$ cat config.mk
export PLATFORM = sky130hd
export DESIGN_NAME = fetch_decode_buf_flat
export DESIGN_NICKNAME = d
export VERILOG_FILES = /design/src/rtl/fetch_decode_buf_if.sv /design/src/rtl/fetch_decode_buf.sv /design/src/flat_wrapper.sv
export SDC_FILE = /design/constraint.sdc
export NUM_CORES = 1
export LEC_CHECK = 0
export CORE_MARGIN = 10
export CORE_UTILIZATION = 35
export DETAILED_ROUTE_END_ITERATION = 16
export GPL_TIMING_DRIVEN = 0
export HOLD_SLACK_MARGIN = 0.12
export PLACE_DENSITY_LB_ADDON = 0.2
export SLEW_MARGIN = 5
export SYNTH_ARGS = -nofsm -noshare
export SYNTH_HDL_FRONTEND = slang
export SYNTH_SLANG_ARGS = --single-unit
$ cat constraint.sdc
create_clock -name clk -period 5.4 [get_ports clk]
set_clock_uncertainty 0.2 [all_clocks]
set_input_delay 0.81 -clock clk [delete_from_list [all_inputs] [get_ports clk]]
set_output_delay 0.81 -clock clk [all_outputs]
set_load 0.1 [all_outputs]
$ cat src/rtl/fetch_decode_buf_if.sv
// -----------------------------------------------------------------------------
// fetch_decode_buf_if
// Handshake/bus bundle between fetch, the fetch-to-decode buffer and decode.
//   Fetch side  : instrF, incPCF, instrValidF, branchInstF, errF -> buffer
//                 readyF                                         <- buffer
//   Decode side : stallD, flush                                  -> buffer
//                 instrD, incPCD, validD, branchInstD, errD      <- buffer
//   Status      : count (occupancy, $clog2(DEPTH)+1 bits)        <- buffer
// Modports: master = fetch/decode environment, slave = the buffer.
// -----------------------------------------------------------------------------
interface fetch_decode_buf_if #(
    parameter int unsigned DEPTH = 2
);
    localparam int unsigned CNT_W = $clog2(DEPTH) + 1;

    logic [15:0]      instrF;
    logic [15:0]      incPCF;
    logic             instrValidF;
    logic             branchInstF;
    logic             errF;
    logic             readyF;
    logic             stallD;
    logic             flush;
    logic [15:0]      instrD;
    logic [15:0]      incPCD;
    logic             validD;
    logic             branchInstD;
    logic             errD;
    logic [CNT_W-1:0] count;

    modport master (
        output instrF, incPCF, instrValidF, branchInstF, errF, stallD, flush,
        input  readyF, instrD, incPCD, validD, branchInstD, errD, count
    );

    modport slave (
        input  instrF, incPCF, instrValidF, branchInstF, errF, stallD, flush,
        output readyF, instrD, incPCD, validD, branchInstD, errD, count
    );
endinterface

$ cat src/rtl/fetch_decode_buf.sv
// -----------------------------------------------------------------------------
// fetch_decode_buf
// Small FIFO between fetch and decode. Each entry carries instruction, PC+2,
// branch flag and fetch error; fields of one word always travel together.
// readyF comes from the registered occupancy only, so decode stalls never
// reach fetch combinationally. flush empties the buffer (wrong-path squash).
// When empty, decode sees NOP_INSTR with validD=0 and all other fields zero.
//
// Ports:
//   clk  - rising-edge clock
//   rst  - asynchronous active-low reset
//   bus  - fetch_decode_buf_if.slave (fetch, decode and status signals)
//
// Parameters:
//   DEPTH     - number of entries (power of 2, >= 2)
//   NOP_INSTR - instruction presented when no valid word is at the head
//
// Build option:
//   FDBUF_BYPASS_EN - when defined, an incoming word offered to an empty
//   buffer (and no flush) is shown to decode in the same cycle; if decode
//   takes it, it is never written, otherwise it is stored as usual.
// -----------------------------------------------------------------------------
module fetch_decode_buf #(
    parameter int unsigned DEPTH     = 2,
    parameter logic [15:0] NOP_INSTR = 16'h0800
) (
    input logic              clk,
    input logic              rst,
    fetch_decode_buf_if.slave bus
);
    localparam int unsigned PTR_W = $clog2(DEPTH);
    localparam int unsigned CNT_W = $clog2(DEPTH) + 1;

    typedef struct packed {
        logic [15:0] instr;
        logic [15:0] pc;
        logic        br;
        logic        err;
    } entry_t;

    entry_t           mem_q [DEPTH];
    logic [PTR_W-1:0] wr_ptr_q, wr_ptr_d;
    logic [PTR_W-1:0] rd_ptr_q, rd_ptr_d;
    logic [CNT_W-1:0] count_q,  count_d;

    entry_t in_word;
    entry_t head;
    entry_t out_word;
    logic   not_empty;
    logic   ready;
    logic   valid_out;
    logic   bypass;
    logic   push;
    logic   pop;
    logic   wr_en;
    logic   rd_adv;

    assign in_word = '{instr: bus.instrF, pc: bus.incPCF,
                       br: bus.branchInstF, err: bus.errF};

    always_comb begin
        head      = mem_q[rd_ptr_q];
        not_empty = (count_q != '0);
        ready     = (count_q != CNT_W'(DEPTH));

`ifdef FDBUF_BYPASS_EN
        bypass = ~not_empty & bus.instrValidF & ~bus.flush;
`else
        bypass = 1'b0;
`endif

        out_word  = '{instr: NOP_INSTR, pc: '0, br: 1'b0, err: 1'b0};
        valid_out = 1'b0;
        if (bypass) begin
            out_word  = in_word;
            valid_out = 1'b1;
        end else if (not_empty) begin
            out_word  = head;
            valid_out = 1'b1;
        end

        push = bus.instrValidF & ready & ~bus.flush;
        pop  = valid_out & ~bus.stallD & ~bus.flush;

        // A bypassed word consumed by decode is never stored; a stalled one is.
        wr_en  = push & ~(bypass & ~bus.stallD);
        rd_adv = pop & not_empty;

        wr_ptr_d = wr_ptr_q;
        rd_ptr_d = rd_ptr_q;
        count_d  = count_q;
        if (bus.flush) begin
            wr_ptr_d = '0;
            rd_ptr_d = '0;
            count_d  = '0;
        end else begin
            if (wr_en)  wr_ptr_d = wr_ptr_q + PTR_W'(1);
            if (rd_adv) rd_ptr_d = rd_ptr_q + PTR_W'(1);
            case ({wr_en, rd_adv})
                2'b10:   count_d = count_q + CNT_W'(1);
                2'b01:   count_d = count_q - CNT_W'(1);
                default: count_d = count_q;
            endcase
        end
    end

    always_ff @(posedge clk or negedge rst) begin
        if (!rst) begin
            wr_ptr_q <= '0;
            rd_ptr_q <= '0;
            count_q  <= '0;
        end else begin
            wr_ptr_q <= wr_ptr_d;
            rd_ptr_q <= rd_ptr_d;
            count_q  <= count_d;
        end
    end

    // Storage is not reset; the write is held off while reset is asserted.
    always_ff @(posedge clk) begin
        if (rst && wr_en) begin
            mem_q[wr_ptr_q] <= in_word;
        end
    end

    assign bus.readyF      = ready;
    assign bus.instrD      = out_word.instr;
    assign bus.incPCD      = out_word.pc;
    assign bus.branchInstD = out_word.br;
    assign bus.errD        = out_word.err;
    assign bus.validD      = valid_out;
    assign bus.count       = count_q;
endmodule

$ cat src/flat_wrapper.sv
// flat-port wrapper written by rule: the top's interface ports become plain ports
module fetch_decode_buf_flat 
#(
    parameter int unsigned DEPTH     = 2,
    parameter logic [15:0] NOP_INSTR = 16'h0800
)
  (clk, rst, bus_instrF, bus_incPCF, bus_instrValidF, bus_branchInstF, bus_errF, bus_stallD, bus_flush, bus_readyF, bus_instrD, bus_incPCD, bus_validD, bus_branchInstD, bus_errD, bus_count);
  fetch_decode_buf_if #(.DEPTH(DEPTH)) bus_i ();
  input logic clk;
  input logic rst;
  input wire logic [$bits(bus_i.instrF)-1:0] bus_instrF;
  input wire logic [$bits(bus_i.incPCF)-1:0] bus_incPCF;
  input wire logic [$bits(bus_i.instrValidF)-1:0] bus_instrValidF;
  input wire logic [$bits(bus_i.branchInstF)-1:0] bus_branchInstF;
  input wire logic [$bits(bus_i.errF)-1:0] bus_errF;
  input wire logic [$bits(bus_i.stallD)-1:0] bus_stallD;
  input wire logic [$bits(bus_i.flush)-1:0] bus_flush;
  output wire logic [$bits(bus_i.readyF)-1:0] bus_readyF;
  output wire logic [$bits(bus_i.instrD)-1:0] bus_instrD;
  output wire logic [$bits(bus_i.incPCD)-1:0] bus_incPCD;
  output wire logic [$bits(bus_i.validD)-1:0] bus_validD;
  output wire logic [$bits(bus_i.branchInstD)-1:0] bus_branchInstD;
  output wire logic [$bits(bus_i.errD)-1:0] bus_errD;
  output wire logic [$bits(bus_i.count)-1:0] bus_count;
  assign bus_i.instrF = bus_instrF;
  assign bus_i.incPCF = bus_incPCF;
  assign bus_i.instrValidF = bus_instrValidF;
  assign bus_i.branchInstF = bus_branchInstF;
  assign bus_i.errF = bus_errF;
  assign bus_i.stallD = bus_stallD;
  assign bus_i.flush = bus_flush;
  assign bus_readyF = bus_i.readyF;
  assign bus_instrD = bus_i.instrD;
  assign bus_incPCD = bus_i.incPCD;
  assign bus_validD = bus_i.validD;
  assign bus_branchInstD = bus_i.branchInstD;
  assign bus_errD = bus_i.errD;
  assign bus_count = bus_i.count;
  fetch_decode_buf #(.DEPTH(DEPTH), .NOP_INSTR(NOP_INSTR)) u_core (.clk(clk), .rst(rst), .bus(bus_i));
endmodule
==> impl_results.md, run 1 <==
* Crit-path max FO at 10
* Synth top area cells: edfxtp_1 (73%), mux2i_1 (12%), nor2_1 (4.7%)
* DR iter-0 viols at 39
* LEAKAGE at 0.00131 uW
* Max-cap check violation count at 0
* Switching power at 401 uW
* Post-synth top area share at 73.2%
* Power share of the sequential group at 46.7%
* Die Span X at 109 microns
* Worst R2R Setup Slack at 3130 ps
* Place WS at 2170 ps
* Post-route ant nets at 0
* CTS H-Tree Depth at 3
* Io pins at 77
* Post-CTS sizing at 0
* First-pass GRT wire length at 9380 microns
* Max IR drop VDD at 0.153 mV
* Crit. End Element: primary output
* Main combinational cell family by area after synthesis: multiplexers
* Slew HR at 33.9%
* Synth Area in Simple Gates at 7.40%
* Yosys cell types at 20
* Post-CTS setup buffers at 0
* Hold slack at 464 ps
* Die area at 0.0119 sq mm
* DP HPWL at 4340 microns
* Placed Instance Area at 0.00375 sq mm
* CTS hold repair buffers at 0
* EDFF count, synth at 68
* Mapped Cells at 171
* Achievable frequency at 0.280 GHz
* Worst path setup slack after routing at 1820 ps
* Final hold violations at 0
* Layout Nets at 299
* Clock transition at path regs at 70 ps
* Mux cell area share after synthesis at 12.6%
* Unrepaired setup endpoints after global routing: false
* TritonRoute pass-1 iters at 4
* Share of layout cells above drive strength 1 at 10.2%
* Num Clock Sinks at 72
* Final instance area at 0.00395 sq mm
* Syn avg cell area at 16.3 sq um
* Total grt overflow at 0
* Crit path from: u_core.rd_ptr_q$_DFFE_PN0P_
* Initial antenna violation count at 0
* Critical path endpoint: bus_incPCD[1]
* Die height at 109 microns
* Pin count of the biggest net entering global routing at 21
* CP arrival at 2570 ps
* Final Cycle Share at 66.3%
* Root Buffer: clkbuf_8
* Cell with the most instances after synthesis: edfxtp_1
* Area share of fa/ha/maj cells after synthesis at 0%
* Startpoint Class: register
* Internal at 947 uW
* Ys Warns at 0
* Average wire per standard cell at 16.3 microns
* Tightest Pin Transition at 988 ps
* CP Data Required Time at 4390 ps
* Pwr/cell area at 341 mW/mm^2
* Antenna diodes at 0
* Post-synth ARST share at 5.56%
* Num CTS Buffers at 9
* Setup Crit Path Kind: register to primary output
* Mapped Area at 0.00279 sq mm
* R2r endpoint: u_core.mem_q[1][13]$_DFFE_PP_
* Total Wirelength at 6000 microns
* Hold Crit Class: register to register
* Sw Ratio at 29.8%
* Primary FF master, synth: edfxtp_1
* Post-synthesis net count at 210
* DR vias/cell at 4.53
* Final TNS setup at 0 ps
* I/O Buffers at 76
* Non-Filler Instances at 367
* Min Tclk post-route at 3580 ps
* Synth area leader: edfxtp_1
* Worst skew pair latency at 330 ps
* Post-Place Cells at 351
* Clock power frac at 31.5%
* CTS tree: done
* Number of global-route vias before repair at 1794
* Synth-to-Final Area Change at 41.6%
* Status: finished clean
* Synth top cells by count: edfxtp_1 (68), nor2_1 (35), mux2i_1 (34)
* Clock Path Buffers at 2
* Register-to-Register Path Depth at 4
* Final setup fails at 0
* Vias at 1663
* Synth Area in Compound Gates at 1.48%
* Sequential area share after synthesis at 76.7%
* Core Area at 0.00773 sq mm
* Total track usage at 10.3%
* Gpl congestion at 0.730
* DRC at 0
* Combinational Power Share at 21.9%
* Flops & latches, synth at 72
* Final slew viol count at 0
* RR Startpoint: u_core.bus.count[0]$_DFFE_PN0P_
* Xor/xnor share of the synthesized area at 0%
* Rows at 32
* Starting Density at 36.1%
## worst max-delay path, stage by stage, from the launching register on
cell and delay (ps):
dfrtp_1 320, buf_2 230, buf_4 270, mux2i_1 110
nor2_1 130, clkdlybuf4s50_1 1160
## state kept, by name, indices dropped and copies added, names as in the netlist
signal,flops
u_core.rd_ptr_q,1
u_core.mem_q,68
u_core.wr_ptr_q,1
u_core.bus.count,2
## layout make-up
| cell class | count | area [sq um] |
|---|---|---|
| Multi-Input combinational cell | 90 | 614 |
| Clock buffer | 13 | 159 |
| Buffer | 7 | 42.5 |
| Clock inverter | 3 | 42.5 |
| Sequential cell | 72 | 2140 |
| Inverter | 2 | 7.51 |
| Timing Repair Buffer | 78 | 816 |
| Tap cell | 102 | 128 |
| Fill cell | 673 | 3780 |
## cell families (layout without fill, tap and decap cells)
family          Yosys count  after routing
buf+inv                   9            103
flops                    72             72
compound gates            7              7
simple gates             48             48
mux                      35             35
## routing by layer
layer  routed length [microns]  part of all wire [%]  global-route usage [%]
met5                         0                     0                       0
met4                        99                   1.7                    4.74
met3                       412                   6.9                    3.74
met2                      3000                    50                    17.0
met1                      2480                    41                    11.7
## metrics by stage
stage	utilization (%)	power (uW)
after detailed placement	48.5	940
after floorplan	-	847
after global placement	47.6	935
after global routing	51.1	1400
after CTS	51.1	1360
final	51.1	1350
## how the worst min path moves through the flow
stage | startpoint | end | cells past startpoint
after floorplan | rst | u_core.bus.count[0]$_DFFE_PN0P_ | 0
after global placement | u_core.wr_ptr_q$_DFFE_PN0P_ | u_core.wr_ptr_q$_DFFE_PN0P_ | 3
after detailed placement | u_core.bus.count[0]$_DFFE_PN0P_ | u_core.bus.count[0]$_DFFE_PN0P_ | 2
after CTS | u_core.bus.count[0]$_DFFE_PN0P_ | u_core.bus.count[0]$_DFFE_PN0P_ | 2
after global routing | rst | u_core.rd_ptr_q$_DFFE_PN0P_ | 1
final | u_core.bus.count[0]$_DFFE_PN0P_ | u_core.bus.count[1]$_DFFE_PN0P_ | 2
## cell usage in the layout (no fill, tap or decap), types with 3 or more instances in the layout
master,count
nor2_1,33
buf_4,3
a21oi_1,3
edfxtp_1,68
buf_2,4
dfrtp_1,4
mux2i_1,34
nand2_1,3
clkdlybuf4s50_1,76
clkbuf_8,11
nand2b_1,3
## power by group through the flow
stage	combinational [uW]	clock (uW)	sequential (uW)
after floorplan	199	0	648
final	295	424	629
after CTS	299	435	629
after global routing	308	461	630
after detailed placement	298	0	642
after global placement	293	0	642
(Power assumes the default switching activity.)
==> run 2: changes to the inputs <==
==> constraint.sdc (replaced) <==
create_clock -name clk -period 3.4 [get_ports clk]
set_clock_uncertainty 0.2 [all_clocks]
set_input_delay 0.51 -clock clk [delete_from_list [all_inputs] [get_ports clk]]
set_output_delay 0.51 -clock clk [all_outputs]
set_load 0.1 [all_outputs]
==> run 2 against run 1 <==
Compared with the run above: routed wire length down 1.4%; global-route usage down 0.33 points; non-clock buffer count down 2; count of clock-buffer cells in the layout down 3; sequential power up 59%; sequential share of layout area up 1.1 points; worst setup slack worse by 1700 ps; sequential cell count unchanged; via count down 0.24%; largest cell class unchanged.
==> impl_results.md, run 2 (synthesis gave the netlist of run 1 again) <==
* Starting Density at 36.1%
* Hold Crit Class: input pin to async pin
* Cells along the critical path: buf_2 > buf_4 > mux2i_1 > nor2_1 > clkdlybuf4s50_1
* Pin count of the biggest net entering global routing at 35
* Hold slack at 210 ps
* CTS H-Tree Depth at 3
* Initial antenna violation count at 0
* Worst path slowest cell: clkdlybuf4s50_1
* TritonRoute pass-1 iters at 4
* Slew HR at 29.7%
* Busiest layer in global routing: met2
* CP top delay family: buffers and inverters
* Final Cycle Share at 95.4%
* Crit path from: u_core.rd_ptr_q$_DFFE_PN0P_
* Share of layout cells above drive strength 1 at 8.75%
* Rows at 32
* LEAKAGE at 0.00128 uW
* Crit. End Element: primary output
* Total Wirelength at 5910 microns
* DP HPWL at 4060 microns
* RR Startpoint: u_core.bus.count[0]$_DFFE_PN0P_
* Met1 Use GR at 11.1%
* Final slew viol count at 0
* Max IR drop VDD at 0.251 mV
* Largest register FFs at 68
* Root Buffer: clkbuf_8
* Tightest Pin Transition at 1050 ps
* CTS tree: done
* Post-route ant nets at 0
* Final hold violations at 0
* Pwr/cell area at 536 mW/mm^2
* Most common cell after layout, fill and taps aside: clkdlybuf4s50_1
* Average wire per standard cell at 16.2 microns
* Status: finished clean
* Num Clock Sinks at 72
* Die area at 0.0119 sq mm
* Commonest non-fill, non-tap cells in the layout: clkdlybuf4s50_1 (76), edfxtp_1 (68), mux2i_1 (34), nor2_1 (33), clkbuf_8 (9)
* Num CTS Buffers at 9
* Post-CTS setup buffers at 0
* Unrepaired setup endpoints after global routing: false
* CTS hold repair buffers at 0
* Number of global-route vias before repair at 1756
* Layout Nets at 297
* CP arrival at 2530 ps
* Final setup fails at 0
* Synth-to-Final Area Change at 38.8%
* Vias at 1659
* Total grt overflow at 0
* Die Span X at 109 microns
* Met3 Usage GRT at 4.33%
* DR iter-0 viols at 46
* WP buf/inv at 3
* Final TNS setup at 0 ps
* Post-CTS sizing at 0
* Setup Crit Path Kind: register to primary output
* DR vias/cell at 4.55
* Clock transition at path regs at 70 ps
* Worst path max stage delay at 1150 ps
* Die height at 109 microns
* I/O Buffers at 76
* Io pins at 77
* Clock Path Buffers at 2
* Antenna diodes at 0
* Core Area at 0.00773 sq mm
* Crit-path max FO at 10
* Max-cap check violation count at 0
* CP Data Required Time at 2690 ps
* Met2 usage at 15.9%
* Startpoint Class: register
* Achievable frequency at 0.308 GHz
* DRC at 0
* Most flops, register: u_core.mem_q
* Min Tclk post-route at 3240 ps
* Worst skew pair latency at 330 ps
* Total track usage at 9.96%
* Fill cell count at 675
* Gpl congestion at 0.704
* First-pass GRT wire length at 8970 microns
run 2: where the power goes:
| group | switching [uW] | internal [uW] | leakage (uW) | total (uW) |
|---|---|---|---|---|
| Clock | 283 | 328 | 0.0000902 | 611 |
| Sequential | 7.34 | 993 | 0.000671 | 1000 |
| Combinational | 335 | 130 | 0.000516 | 464 |
| Total | 625 | 1450 | 0.00128 | 2080 |
run 2: worst reg2reg max path, delay by kind of cell (launching register included):
family           cells  cell delay, ps
and+or+nand+nor      3            1300
DFF                  1             450
run 2: stage by stage:
| stage | setup slack (ps) | util [%] | power, uW | instances | instance area, sq um |
|---|---|---|---|---|---|
| after floorplan | 31.3 | - | 1350 | 171 | 2810 |
| after global placement | 465 | 47.8 | 1490 | 349 | 3700 |
| after detailed placement | 472 | 47.8 | 1490 | 349 | 3700 |
| after CTS | 99.1 | 50.1 | 2100 | 365 | 3870 |
| after global routing | 5.27 | 50.1 | 2160 | 365 | 3870 |
| final | 157 | 50.1 | 2080 | 365 | 3870 |
run 2: final timing paths:
path / to / slack, ps / depth (start not counted)
max: bus_instrD[9] / 160 / 5
min: u_core.bus.count[1]$_DFFE_PN0P_ / 210 / 1
max reg2reg: u_core.mem_q[0][31]$_DFFE_PP_ / 1050 / 3
min reg2reg: u_core.bus.count[0]$_DFFE_PN0P_ / 450 / 2
max in group asynchronous: u_core.rd_ptr_q$_DFFE_PN0P_ / 2580 / 1
min in group clk: u_core.bus.count[0]$_DFFE_PN0P_ / 450 / 2
run 2: routing by layer:
metal	vias to the layer above	part of all wire (%)
li1	807	-
met1	788	40
met2	52	49
met3	12	8.5
met4	0	2.1
met5	-	0
run 2: layout make-up:
cell class / instances / area [sq um] / area share, %
tap: 102 / 128 / 3.29
buffer: 7 / 42.5 / 1.10
clock buffer: 10 / 128 / 3.29
inverter: 2 / 7.51 / 0.194
multi-input combinational: 90 / 617 / 15.9
sequential: 72 / 2140 / 55.3
timing repair buffer: 76 / 761 / 19.6
clock inverter: 6 / 50.0 / 1.29
==> run 3: changes to the inputs <==
--- a/config.mk
+++ b/config.mk
@@ -5,8 +5,10 @@
 export SDC_FILE = /design/constraint.sdc
 export NUM_CORES = 1
 export LEC_CHECK = 0
-export CORE_MARGIN = 10
+export CAP_MARGIN = 20
+export CORE_MARGIN = 2
 export CORE_UTILIZATION = 35
+export CTS_CLUSTER_DIAMETER = 50
 export DETAILED_ROUTE_END_ITERATION = 16
 export GPL_TIMING_DRIVEN = 0
 export HOLD_SLACK_MARGIN = 0.12
==> run 3 against run 2 <==
Compared with the run above: die area down 27%; worst hold slack worse by 0.58 ps; largest power group unchanged; count of clock-buffer cells in the layout unchanged; sequential share of layout area up 0.22 points.
==> impl_results.md, run 3 (synthesis gave the netlist of run 1 again) <==
* CP arrival at 2540 ps
* TritonRoute pass-1 iters at 4
* Register-to-Register Path Depth at 3
* Max IR drop VDD at 0.220 mV
* Unrepaired setup endpoints after global routing: false
* CTS tree: done
* CTS H-Tree Depth at 3
* I/O Buffers at 76
* Critical path endpoint: bus_incPCD[8]
* Most common cell after layout, fill and taps aside: clkdlybuf4s50_1
* Post-route ant nets at 0
* Num CTS Buffers at 9
* Util after Layout at 50.0%
* Average wire per standard cell at 14.2 microns
* Cells along the critical path: buf_2 > buf_4 > mux2i_1 > nor2_1 > clkdlybuf4s50_1
* CP Data Required Time at 2690 ps
* Share of layout cells above drive strength 1 at 8.81%
* Number of global-route vias before repair at 1631
* Commonest non-fill, non-tap cells in the layout: clkdlybuf4s50_1 (75), edfxtp_1 (68), mux2i_1 (34), nor2_1 (33), clkbuf_8 (9)
* Num Clock Sinks at 72
* Gpl congestion at 0.674
* Startpoint Class: register
* Worst path max stage delay at 1160 ps
* Final TNS setup at 0 ps
* Final hold violations at 0
* Total power at 1980 uW
* R2r endpoint: u_core.mem_q[0][9]$_DFFE_PP_
* Io pins at 77
* Final Cycle Share at 95.7%
* Crit path from: u_core.rd_ptr_q$_DFFE_PN0P_
* Die height at 93.3 microns
* Layout Nets at 298
* Placed Instance Area at 0.00370 sq mm
* Pin count of the biggest net entering global routing at 35
* Crit. End Element: primary output
* Total track usage at 12.6%
* Total grt overflow at 0
* Most flops, register: u_core.mem_q
* Rows at 32
* Hold Crit Class: input pin to async pin
* Status: finished clean
* Max-cap check violation count at 0
* Final slew viol count at 0
* Die Span X at 93.3 microns
* Achievable frequency at 0.307 GHz
* Root Buffer: clkbuf_8
* DR vias/cell at 4.48
* Worst skew pair latency at 330 ps
* Die area at 0.00871 sq mm
* Slew HR at 33.4%
* Final instance area at 0.00386 sq mm
* LEAKAGE at 0.00128 uW
* Antenna diodes at 0
* Vias at 1627
* First-pass GRT wire length at 8020 microns
* DR iter-0 viols at 54
* Core Area at 0.00773 sq mm
* Total Wirelength at 5150 microns
* Worst path slowest cell: clkdlybuf4s50_1
* Setup Crit Path Kind: register to primary output
* Largest register FFs at 68
* Final setup fails at 0
* Synth-to-Final Area Change at 38.3%
* Clock Path Buffers at 2
* RR Startpoint: u_core.bus.count[0]$_DFFE_PN0P_
* Clock transition at path regs at 60 ps
* Pwr/cell area at 512 mW/mm^2
* Worst R2R Setup Slack at 1110 ps
* Initial antenna violation count at 0
* Crit-path max FO at 10
* Min Tclk post-route at 3250 ps
* Tightest Pin Transition at 996 ps
* DRC at 0
* DP HPWL at 3410 microns
* Starting Density at 36.1%
==> run 3: worst min-delay path by stage <==
stage               cells past startpoint                              end  slack (ps)
finish                                  1      u_core.rd_ptr_q$_DFFE_PN0P_         210
global route                            1      u_core.wr_ptr_q$_DFFE_PN0P_         220
CTS                                     1  u_core.bus.count[1]$_DFFE_PN0P_         200
detailed placement                      2  u_core.bus.count[0]$_DFFE_PN0P_         450
global placement                        2  u_core.bus.count[0]$_DFFE_PN0P_         440
floorplan                               0  u_core.bus.count[0]$_DFFE_PN0P_          10
==> run 3: worst max-delay path, delay by kind of cell (launching register included) <==
kind / cells / cell delay (ps)
flip-flops: 1 / 330
buffers and inverters: 3 / 1660
multiplexers: 1 / 100
AND/OR/NAND/NOR: 1 / 120
==> run 3: cell type report <==
cell class / instances / area, sq um
buffer: 7 / 42.5
tap: 102 / 128
inverter: 2 / 7.51
sequential: 72 / 2140
fill: 652 / 3870
multi-input combinational: 90 / 617
clock inverter: 3 / 12.5
clock buffer: 10 / 128
timing repair buffer: 77 / 783
==> run 3: report_power, final <==
group / total [uW] / internal [uW] / switching (uW)
registers: 1000 / 993 / 7.39
logic: 462 / 130 / 332
clock network: 513 / 246 / 267
==> run 3: routing by layer <==
metal	wire length [microns]	global-route usage, %	up-vias
li1	-	-	802
met1	2230	15.2	763
met2	2500	20.3	54
met3	324	4.27	8
met4	91	5.51	0
met5	0	0	-
==> run 3: timing repair <==
item,in CTS,in global routing
endpoints found under the hold margin,0,0
setup buffers,0,0
hold buffers,0,0
resized for setup,0,1
setup endpoints to repair,0,1
==> run 3: metrics by stage <==
step	hold WS, ps	instances	setup slack (ps)
final	210	363	145
after global routing	221	363	29.7
after CTS	203	362	98.1
after detailed placement	448	349	469
after global placement	439	349	470
after floorplan	14.4	171	31.3
